**src/rtl/pwm_gen.sv**
```systemverilog
// pwm_gen: double-buffered PWM generator for the steering motor.
// Optional PWM_RAMP_EN: slew active_ratio toward a target per period.
module pwm_gen #(
  parameter int CLK_DIV   = 4,
  parameter int RAMP_STEP = 8
) (
  input  logic       clock,
  input  logic       reset,
  input  logic       pwm_enable,
  input  logic [7:0] pwm_ratio,
  input  logic       pwm_update,
  output logic       pwm_done,
  output logic       pwm_out,
  output logic       update_pending,
  output logic [7:0] active_ratio
);

  localparam logic [15:0] DIV_LAST = 16'(CLK_DIV - 1);
  localparam logic [7:0]  CNT_LAST = 8'd254;

  if (CLK_DIV < 1 || CLK_DIV > 65535) begin : g_div_chk
    $error("CLK_DIV out of range");
  end

  if (RAMP_STEP < 1 || RAMP_STEP > 255) begin : g_step_chk
    $error("RAMP_STEP out of range");
  end

  logic [15:0] prescaler;
  logic [7:0]  count;
  logic        tick;
  logic        boundary;
  logic        apply_win;
  logic        apply_req;

  assign tick      = (prescaler == DIV_LAST);
  assign boundary  = tick && (count == CNT_LAST);
  assign apply_win = !pwm_enable || boundary;
  assign apply_req = update_pending || pwm_update;

  // Prescaler: divides the clock down to counter ticks, held while disabled
  always_ff @(posedge clock or posedge reset) begin
    if (reset) begin
      prescaler <= '0;
    end else if (!pwm_enable) begin
      prescaler <= '0;
    end else if (tick) begin
      prescaler <= '0;
    end else begin
      prescaler <= prescaler + 16'd1;
    end
  end

  // Period counter: 0..254 on ticks, restarts at 0 whenever disabled
  always_ff @(posedge clock or posedge reset) begin
    if (reset) begin
      count <= '0;
    end else if (!pwm_enable) begin
      count <= '0;
    end else if (tick) begin
      if (count == CNT_LAST) begin
        count <= '0;
      end else begin
        count <= count + 8'd1;
      end
    end
  end

  // Registered compare: ratio 0 never high, ratio 255 always high
  always_ff @(posedge clock or posedge reset) begin
    if (reset) begin
      pwm_out <= 1'b0;
    end else begin
      pwm_out <= pwm_enable && (count < active_ratio);
    end
  end

`ifdef PWM_RAMP_EN

  localparam logic [7:0] STEP = 8'(RAMP_STEP);

  logic [7:0] target_ratio;
  logic [7:0] tgt_in;
  logic [7:0] ramp_val;
  logic [7:0] diff;

  assign tgt_in = pwm_update ? pwm_ratio : target_ratio;

  // Saturating one-period step toward the target, never overshooting
  always_comb begin
    diff     = '0;
    ramp_val = tgt_in;
    if (tgt_in > active_ratio) begin
      diff = tgt_in - active_ratio;
      if (diff > STEP) begin
        ramp_val = active_ratio + STEP;
      end
    end else if (tgt_in < active_ratio) begin
      diff = active_ratio - tgt_in;
      if (diff > STEP) begin
        ramp_val = active_ratio - STEP;
      end
    end
  end

  // Target capture and ramped apply; done only when the target is reached
  always_ff @(posedge clock or posedge reset) begin
    if (reset) begin
      target_ratio   <= '0;
      active_ratio   <= '0;
      update_pending <= 1'b0;
      pwm_done       <= 1'b0;
    end else begin
      pwm_done <= 1'b0;
      if (!pwm_enable && apply_req) begin
        target_ratio   <= tgt_in;
        active_ratio   <= tgt_in;
        update_pending <= 1'b0;
        pwm_done       <= 1'b1;
      end else if (boundary && apply_req) begin
        target_ratio <= tgt_in;
        active_ratio <= ramp_val;
        if (ramp_val == tgt_in) begin
          update_pending <= 1'b0;
          pwm_done       <= 1'b1;
        end else begin
          update_pending <= 1'b1;
        end
      end else if (pwm_update) begin
        target_ratio   <= pwm_ratio;
        update_pending <= 1'b1;
      end
    end
  end

`else

  logic [7:0] pending_ratio;
  logic [7:0] new_ratio;

  assign new_ratio = pwm_update ? pwm_ratio : pending_ratio;

  // Double buffer: capture any time, apply only at a boundary or when idle
  always_ff @(posedge clock or posedge reset) begin
    if (reset) begin
      pending_ratio  <= '0;
      active_ratio   <= '0;
      update_pending <= 1'b0;
      pwm_done       <= 1'b0;
    end else begin
      pwm_done <= 1'b0;
      if (apply_win && apply_req) begin
        active_ratio   <= new_ratio;
        update_pending <= 1'b0;
        pwm_done       <= 1'b1;
      end else if (pwm_update) begin
        pending_ratio  <= pwm_ratio;
        update_pending <= 1'b1;
      end
    end
  end

`endif

endmodule

```
**config.mk**
```make
export PLATFORM = sky130hd
export DESIGN_NAME = pwm_gen
export DESIGN_NICKNAME = d
export VERILOG_FILES = /design/src/rtl/pwm_gen.sv
export SDC_FILE = /design/constraint.sdc
export NUM_CORES = 1
export LEC_CHECK = 0
export BUFFER_PORTS_ARGS = -buffer_cell sky130_fd_sc_hd__buf_4
export CAP_MARGIN = 20
export CELL_PAD_IN_SITES_DETAIL_PLACEMENT = 1
export CELL_PAD_IN_SITES_GLOBAL_PLACEMENT = 1
export CORE_MARGIN = 4
export CORE_UTILIZATION = 40
export DETAILED_ROUTE_END_ITERATION = 16
export PLACE_DENSITY_LB_ADDON = 0.05
export SETUP_SLACK_MARGIN = 0.3
export SLEW_MARGIN = 0
export SYNTH_ARGS = -nofsm -noshare
export SYNTH_HDL_FRONTEND = slang
export SYNTH_SLANG_ARGS = --single-unit
```
**constraint.sdc**
```tcl
create_clock -name clock -period 3.5 [get_ports clock]
set_input_delay 0.175 -clock clock [delete_from_list [all_inputs] [get_ports clock]]
set_output_delay 0.175 -clock clock [all_outputs]
set_load 0.01 [all_outputs]
```
==> impl_metrics.toml, run 1 <==
[sta]
worst_slack_ns = 1.19
finClkSkew_ns = 0.00515
max_slew_margin_pct = 39.4
period_needed_ns = 2.31
max_slew.worst_pin.slew_ns = 0.908
rsz0062_at_grt = "no"
fin_crit_sh_pct = 66.1
fin_tns_setup_ns = 0
final_hold_viol_count = 0
finalMaxSlewViolations = 0
setup_viol = 0
fmax_mhz = 432

[logic_synthesis]
synth_edf_count = 0
ys_types = 48
synthArstFlopShare_pct = 100
synthFlopType = "dfrtp_1"
syn_area_um2 = 2350
synth-seq-area-share_pct = 45.8
synth_seq_cells = 43
synth.net_count = 245
avgSynthCellArea_um2 = 10.5
ys.warnings.count = 0
syn_inst = 223

[finish]
drive_gt1_share_pct = 21.1
syn_to_final_growth_pct = 14.2
mostFrequentLayoutCell = "dfrtp_1"
fin_util_pct = 47.8
diodes = 0
nFillCells = 661
most-common-layout-cells = "dfrtp_1, buf_4, nor2_1"
multiInputGateArea_um2 = 1180
layout.nets = 267
final-seq-area_um2 = 1080

[placement]
dpl.hpwl_um = 4180
port_buffers = 22
pre_cts_ws_ns = 1.18
finalWeightedCongestion = 0.809

[clock_network]
cts_tree = "done"
ctsHoldBuffers = 0
cts.sinks = 43
clk_latency_ns = 0.29
cts_buffers = 5
htreeDepth = 2
path_clk_slew_ns = 0.08
cts_buffer_depth = 2
postCtsSetupBuffers = 0
cts_resized = 0
clock-root-buffer = "clkbuf_8"

[detailed_routing]
via_per_inst = 5.65
drc_errors = 0
drt-pass1-iter-count = 4
wirelength_um = 5720
wl_per_cell_um = 18.0
drt_iter0_markers = 116
via_count = 1796
final_antenna_net_count = 0

[grt]
grt_pass1_wl_um = 9800
grt_overflow = 0
antenna_found_initial = 0
grt_pass1_vias = 1892
grtUsageTotal_pct = 17.1
grt_start_max_net_pins = 23

[worst_setup_path]
critPathKind = "reg2reg"
start_kind = "flip-flop"
worstPathMaxFanout = 15
r2r_slack_ns = 1.19
worstPathRequired_ns = 3.69
arrival_ns = 2.50
cp-end-kind = "flip-flop"

[job]
drv_cap = 0

[run_status]
status = "finished, final reports clean"

[floorplanning]
die_y_um = 84.6
pin_count = 23
chipWidth_um = 84.6
num_rows = 27
initial_core_util_pct = 41.9
core_um2 = 5610
die-area_um2 = 7160

[power]
peakVddDrop_mv = 0.253
total_leakage_power_nw = 1.21
power_density_nw_per_um2 = 445

[min_path]
min_path_type = "in2async"
registers in the layout (all words and copies together), names as in the netlist:
signal,count
active_ratio,8
count,8
pending_ratio,8
prescaler,16
pwm_done,1
pwm_out,1
update_pending,1
per-layer routing:
metal	wire length (um)	GRT usage [%]	part of all wire, %	vias to the layer above
met4	41	3.88	0.72	0
li1	-	-	-	862
met5	0	0	0	-
met2	2790	27.5	49	21
met1	2760	23.5	48	909
met3	125	3.73	2.2	4
cell usage after synthesis, types with 2 or more instances:
cell | count | area, um2
and2_1 | 2 | 12.5
mux2i_1 | 8 | 80.1
nor3_1 | 3 | 15.0
and4b_1 | 2 | 20.0
nand2_1 | 16 | 60.1
a31oi_1 | 9 | 56.3
nor4_1 | 2 | 12.5
o21ai_0 | 4 | 20.0
inv_1 | 9 | 33.8
dfrtp_1 | 43 | 1080
a21boi_0 | 2 | 15.0
buf_2 | 3 | 15.0
xnor2_1 | 7 | 61.3
or3_1 | 2 | 12.5
a211oi_1 | 8 | 60.1
nand4_1 | 6 | 37.5
nand3_1 | 8 | 40.0
and4_2 | 2 | 20.0
and3_1 | 8 | 50.1
xor2_1 | 6 | 52.6
mux2_2 | 8 | 90.1
a21oi_1 | 7 | 35.0
nor2_1 | 19 | 71.3
nand2b_1 | 2 | 12.5
ha_1 | 10 | 125
nand4b_1 | 2 | 17.5
clkbuf_8 | 2 | 27.5
o22ai_1 | 2 | 12.5
a31o_2 | 2 | 17.5
worst max-delay path: stages (launching register included):
cell	delay, ns
dfrtp_1	0.38
ha_1	0.26
nor4b_2	0.28
nand4_2	0.42
o211ai_4	0.48
mux2_2	0.38
metrics by stage:
step           hold slack (ns)  power, mW  instance area [um2]  cells
2_1_floorplan            0.325      0.669                 2350    223
5_1_grt                  0.112       1.26                 2680    318
6_report                0.0757       1.19                 2680    318
4_1_cts                  0.109       1.21                 2680    318
3_3_place_gp             0.403      0.730                 2550    310
3_5_place_dp             0.426      0.744                 2550    310
path summary, 6_finish.rpt:
path | from | endpoint | cells after the start
min in group clock | pwm_ratio[4] | pending_ratio[4] | 2
max reg2reg | prescaler[0] | pending_ratio[6] | 5
min reg2reg | prescaler[0] | prescaler[0] | 1
max | prescaler[0] | pending_ratio[6] | 5
min | reset | pending_ratio[5] | 2
max in group asynchronous | reset | prescaler[12] | 3
power breakdown:
group | switching [mW] | internal [mW]
clock | 0.176 | 0.285
sequential | 0.0290 | 0.533
combinational | 0.0924 | 0.0764
total | 0.298 | 0.894
kinds of logic after synthesis:
kind of cell | count (synthesis) | share of synthesized area, %
fa+ha+maj | 10 | 5.33
xor+xnor | 13 | 4.85
flops | 43 | 45.8
buf+inv | 17 | 4.10
mux | 16 | 7.25
simple gates | 84 | 20.8
compound gates | 40 | 11.8
final cells by class:
type                    count  area share [%]
multi-input cells         163            43.9
flip-flops and latches     43            40.1
repair buffers             23            6.44
well taps                  72            3.36
clock buffers               6            2.71
clock inverters             2            2.24
inverters                   9            1.26
Note: power is estimated with default switching activity, not from simulation.
==> run 2, diff against run 1 <==
clock period = 2.03 ns   (was 3.5 ns; I/O delays follow)
==> run 2 against run 1 <==
  * Non-clock buffer count rose by 24
  * Die area did not move
  * Critical path type unchanged
  * Via count rose by 7.2%
  * Utilization rose by 5.2 points
  * Combinational power rose by 120%
==> impl_metrics.toml, run 2 (synthesized netlist as in run 1, its figures left out) <==
[run_status]
status = "finished, final reports clean"

[floorplanning]
pin_count = 23
initial_core_util_pct = 41.9
core_um2 = 5610
chipWidth_um = 84.6
die_y_um = 84.6
num_rows = 27
die-area_um2 = 7160

[detailed_routing]
wirelength_um = 6320
drt-pass1-iter-count = 4
wl_met2_um = 3230
highest_layer = "met4"
drc_errors = 0
wl_per_cell_um = 18.4
drt_iter0_markers = 45
final_antenna_net_count = 0
met1_length_um = 2870
wl_met3_um = 151
via_per_inst = 5.62
via_count = 1926

[power]
pwr-share-seq_pct = 47.4
power_density_nw_per_um2 = 687
power.switching_fraction_pct = 26.4
p_int_mw = 1.51
comb_power_share_pct = 18.2
total_leakage_power_nw = 1.38
p_sw_uw = 539
peakVddDrop_mv = 0.399
p_clk_share_pct = 34.5

[placement]
dpl.hpwl_um = 4180
port_buffers = 22
placed_area_um2 = 2660
pre_cts_ws_ns = -0.00522
finalWeightedCongestion = 0.843

[sta]
fin_crit_sh_pct = 91.7
max_slew_margin_pct = 63.0
fin_hold_ws_ns = 0.0333
finalMaxSlewViolations = 0
fin_tns_setup_ns = 0
fmax_mhz = 537
final_hold_viol_count = 0
worst_slack_ns = 0.168
max_slew.worst_pin.slew_ns = 0.554
rsz0062_at_grt = "yes"
finClkSkew_ns = 0.0106
period_needed_ns = 1.86
setup_viol = 0

[clock_network]
path_clk_slew_ns = 0.09
cts_tree = "done"
cts_buffers = 5
clock-root-buffer = "clkbuf_8"
cts_buffer_depth = 2
htreeDepth = 2
cts.sinks = 43
clk_latency_ns = 0.30

[min_path]
min_path_type = "in2reg"
holdPathStages = 2

[grt]
grtUsageTotal_pct = 18.1
grt_pass1_vias = 2091
antenna_found_initial = 0
grt_pass1_wl_um = 10400
grt_overflow = 0
grt_start_max_net_pins = 44

[finish]
fin_area_um2 = 2980
diodes = 0
most-common-layout-cells = "buf_4, dfrtp_1, nor2_1"
regMostFlops = "prescaler"
largest_reg_flops = 16
mostFrequentLayoutCell = "buf_4"
drive_gt1_share_pct = 31.7
layout.nets = 292
syn_to_final_growth_pct = 26.7

[worst_setup_path]
r2r-start = "prescaler[4]"
crit_path_max_incr_delay_ns = 0.46
crit_path_start = "prescaler[4]"
r2r_end = "pending_ratio[5]"
critPathCapture = "pending_ratio[5]"
critPathKind = "reg2reg"
cp-end-kind = "flip-flop"
worstPathRequired_ns = 2.22
cpMaxStageDelayCell = "dfrtp_2"
cp_cell_sequence = "nor4_4 -> nand4_4 -> o211ai_4 -> buf_12 -> mux2_4"
arrival_ns = 2.06
rr_worst_depth = 5
start_kind = "flip-flop"
r2r_slack_ns = 0.17
worstPathMaxFanout = 8

[job]
drv_cap = 0
==> run 2: changes by cell type in the layout (fill, tap and decap cells not counted), moves of 2 or more <==
cell,delta
dfrtp_1,-2
mux2_2,-8
nand2_1,-2
mux2_4,+8
buf_4,+20
buf_6,+2
nand2_2,+2
dfrtp_2,+2
==> run 2: critical path, delay by kind of cell, from the launching register on <==
family	cells	cell delay, ns
multiplexers	1	0.30
buffers and inverters	1	0.16
AND/OR/NAND/NOR	2	0.58
flip-flops	1	0.46
AO/OA/AOI/OAI	1	0.23
==> run 2: how the worst min path moves through the flow <==
stage / start / slack (ns) / end
floorplan: pwm_ratio[0] / 0.25 / pending_ratio[0]
global placement: reset / 0.28 / pending_ratio[7]
detailed placement: reset / 0.29 / pending_ratio[5]
CTS: pwm_ratio[7] / 0.03 / pending_ratio[7]
global route: pwm_ratio[4] / 0.03 / pending_ratio[4]
finish: pwm_ratio[7] / 0.03 / pending_ratio[7]
==> run 2: final cells by class <==
cell class,instances,area [um2]
clock inverter,2,35.0
clock buffer,6,82.6
multi-input combinational,164,1280
sequential,43,1080
timing repair buffer,47,375
tap,72,90.1
fill,635,2630
inverter,9,33.8
==> run 2: stage by stage <==
stage	power, mW	cells	utilization (%)
CTS	2.03	334	51.2
finish	2.05	343	53.1
global placement	1.27	320	47.3
floorplan	1.16	223	-
detailed placement	1.29	320	47.3
global route	2.15	343	53.1
==> run 2: routing by layer <==
layer	track usage [%]	vias to the layer above
li1	-	913
met1	23.7	988
met2	30.0	19
met3	3.83	6
met4	5.47	0
met5	0	-
==> run 2: power groups by stage <==
stage / registers, mW / clock network (mW) / logic [mW]
global route: 0.976 / 0.762 / 0.413
global placement: 0.978 / 0 / 0.293
detailed placement: 0.982 / 0 / 0.307
finish: 0.969 / 0.705 / 0.372
floorplan: 0.986 / 0 / 0.171
CTS: 0.968 / 0.722 / 0.343
==> run 2: timing repair <==
| item | in CTS | in global routing |
|---|---|---|
| setup endpoints to repair | 23 | 41 |
| hold endpoints to repair | 43 | 0 |
| hold buffers | 1 | 0 |
| pin swaps | 2 | 6 |
| setup buffers | 5 | 7 |
| gates resized for setup | 9 | 13 |
| gates cloned | 0 | 2 |
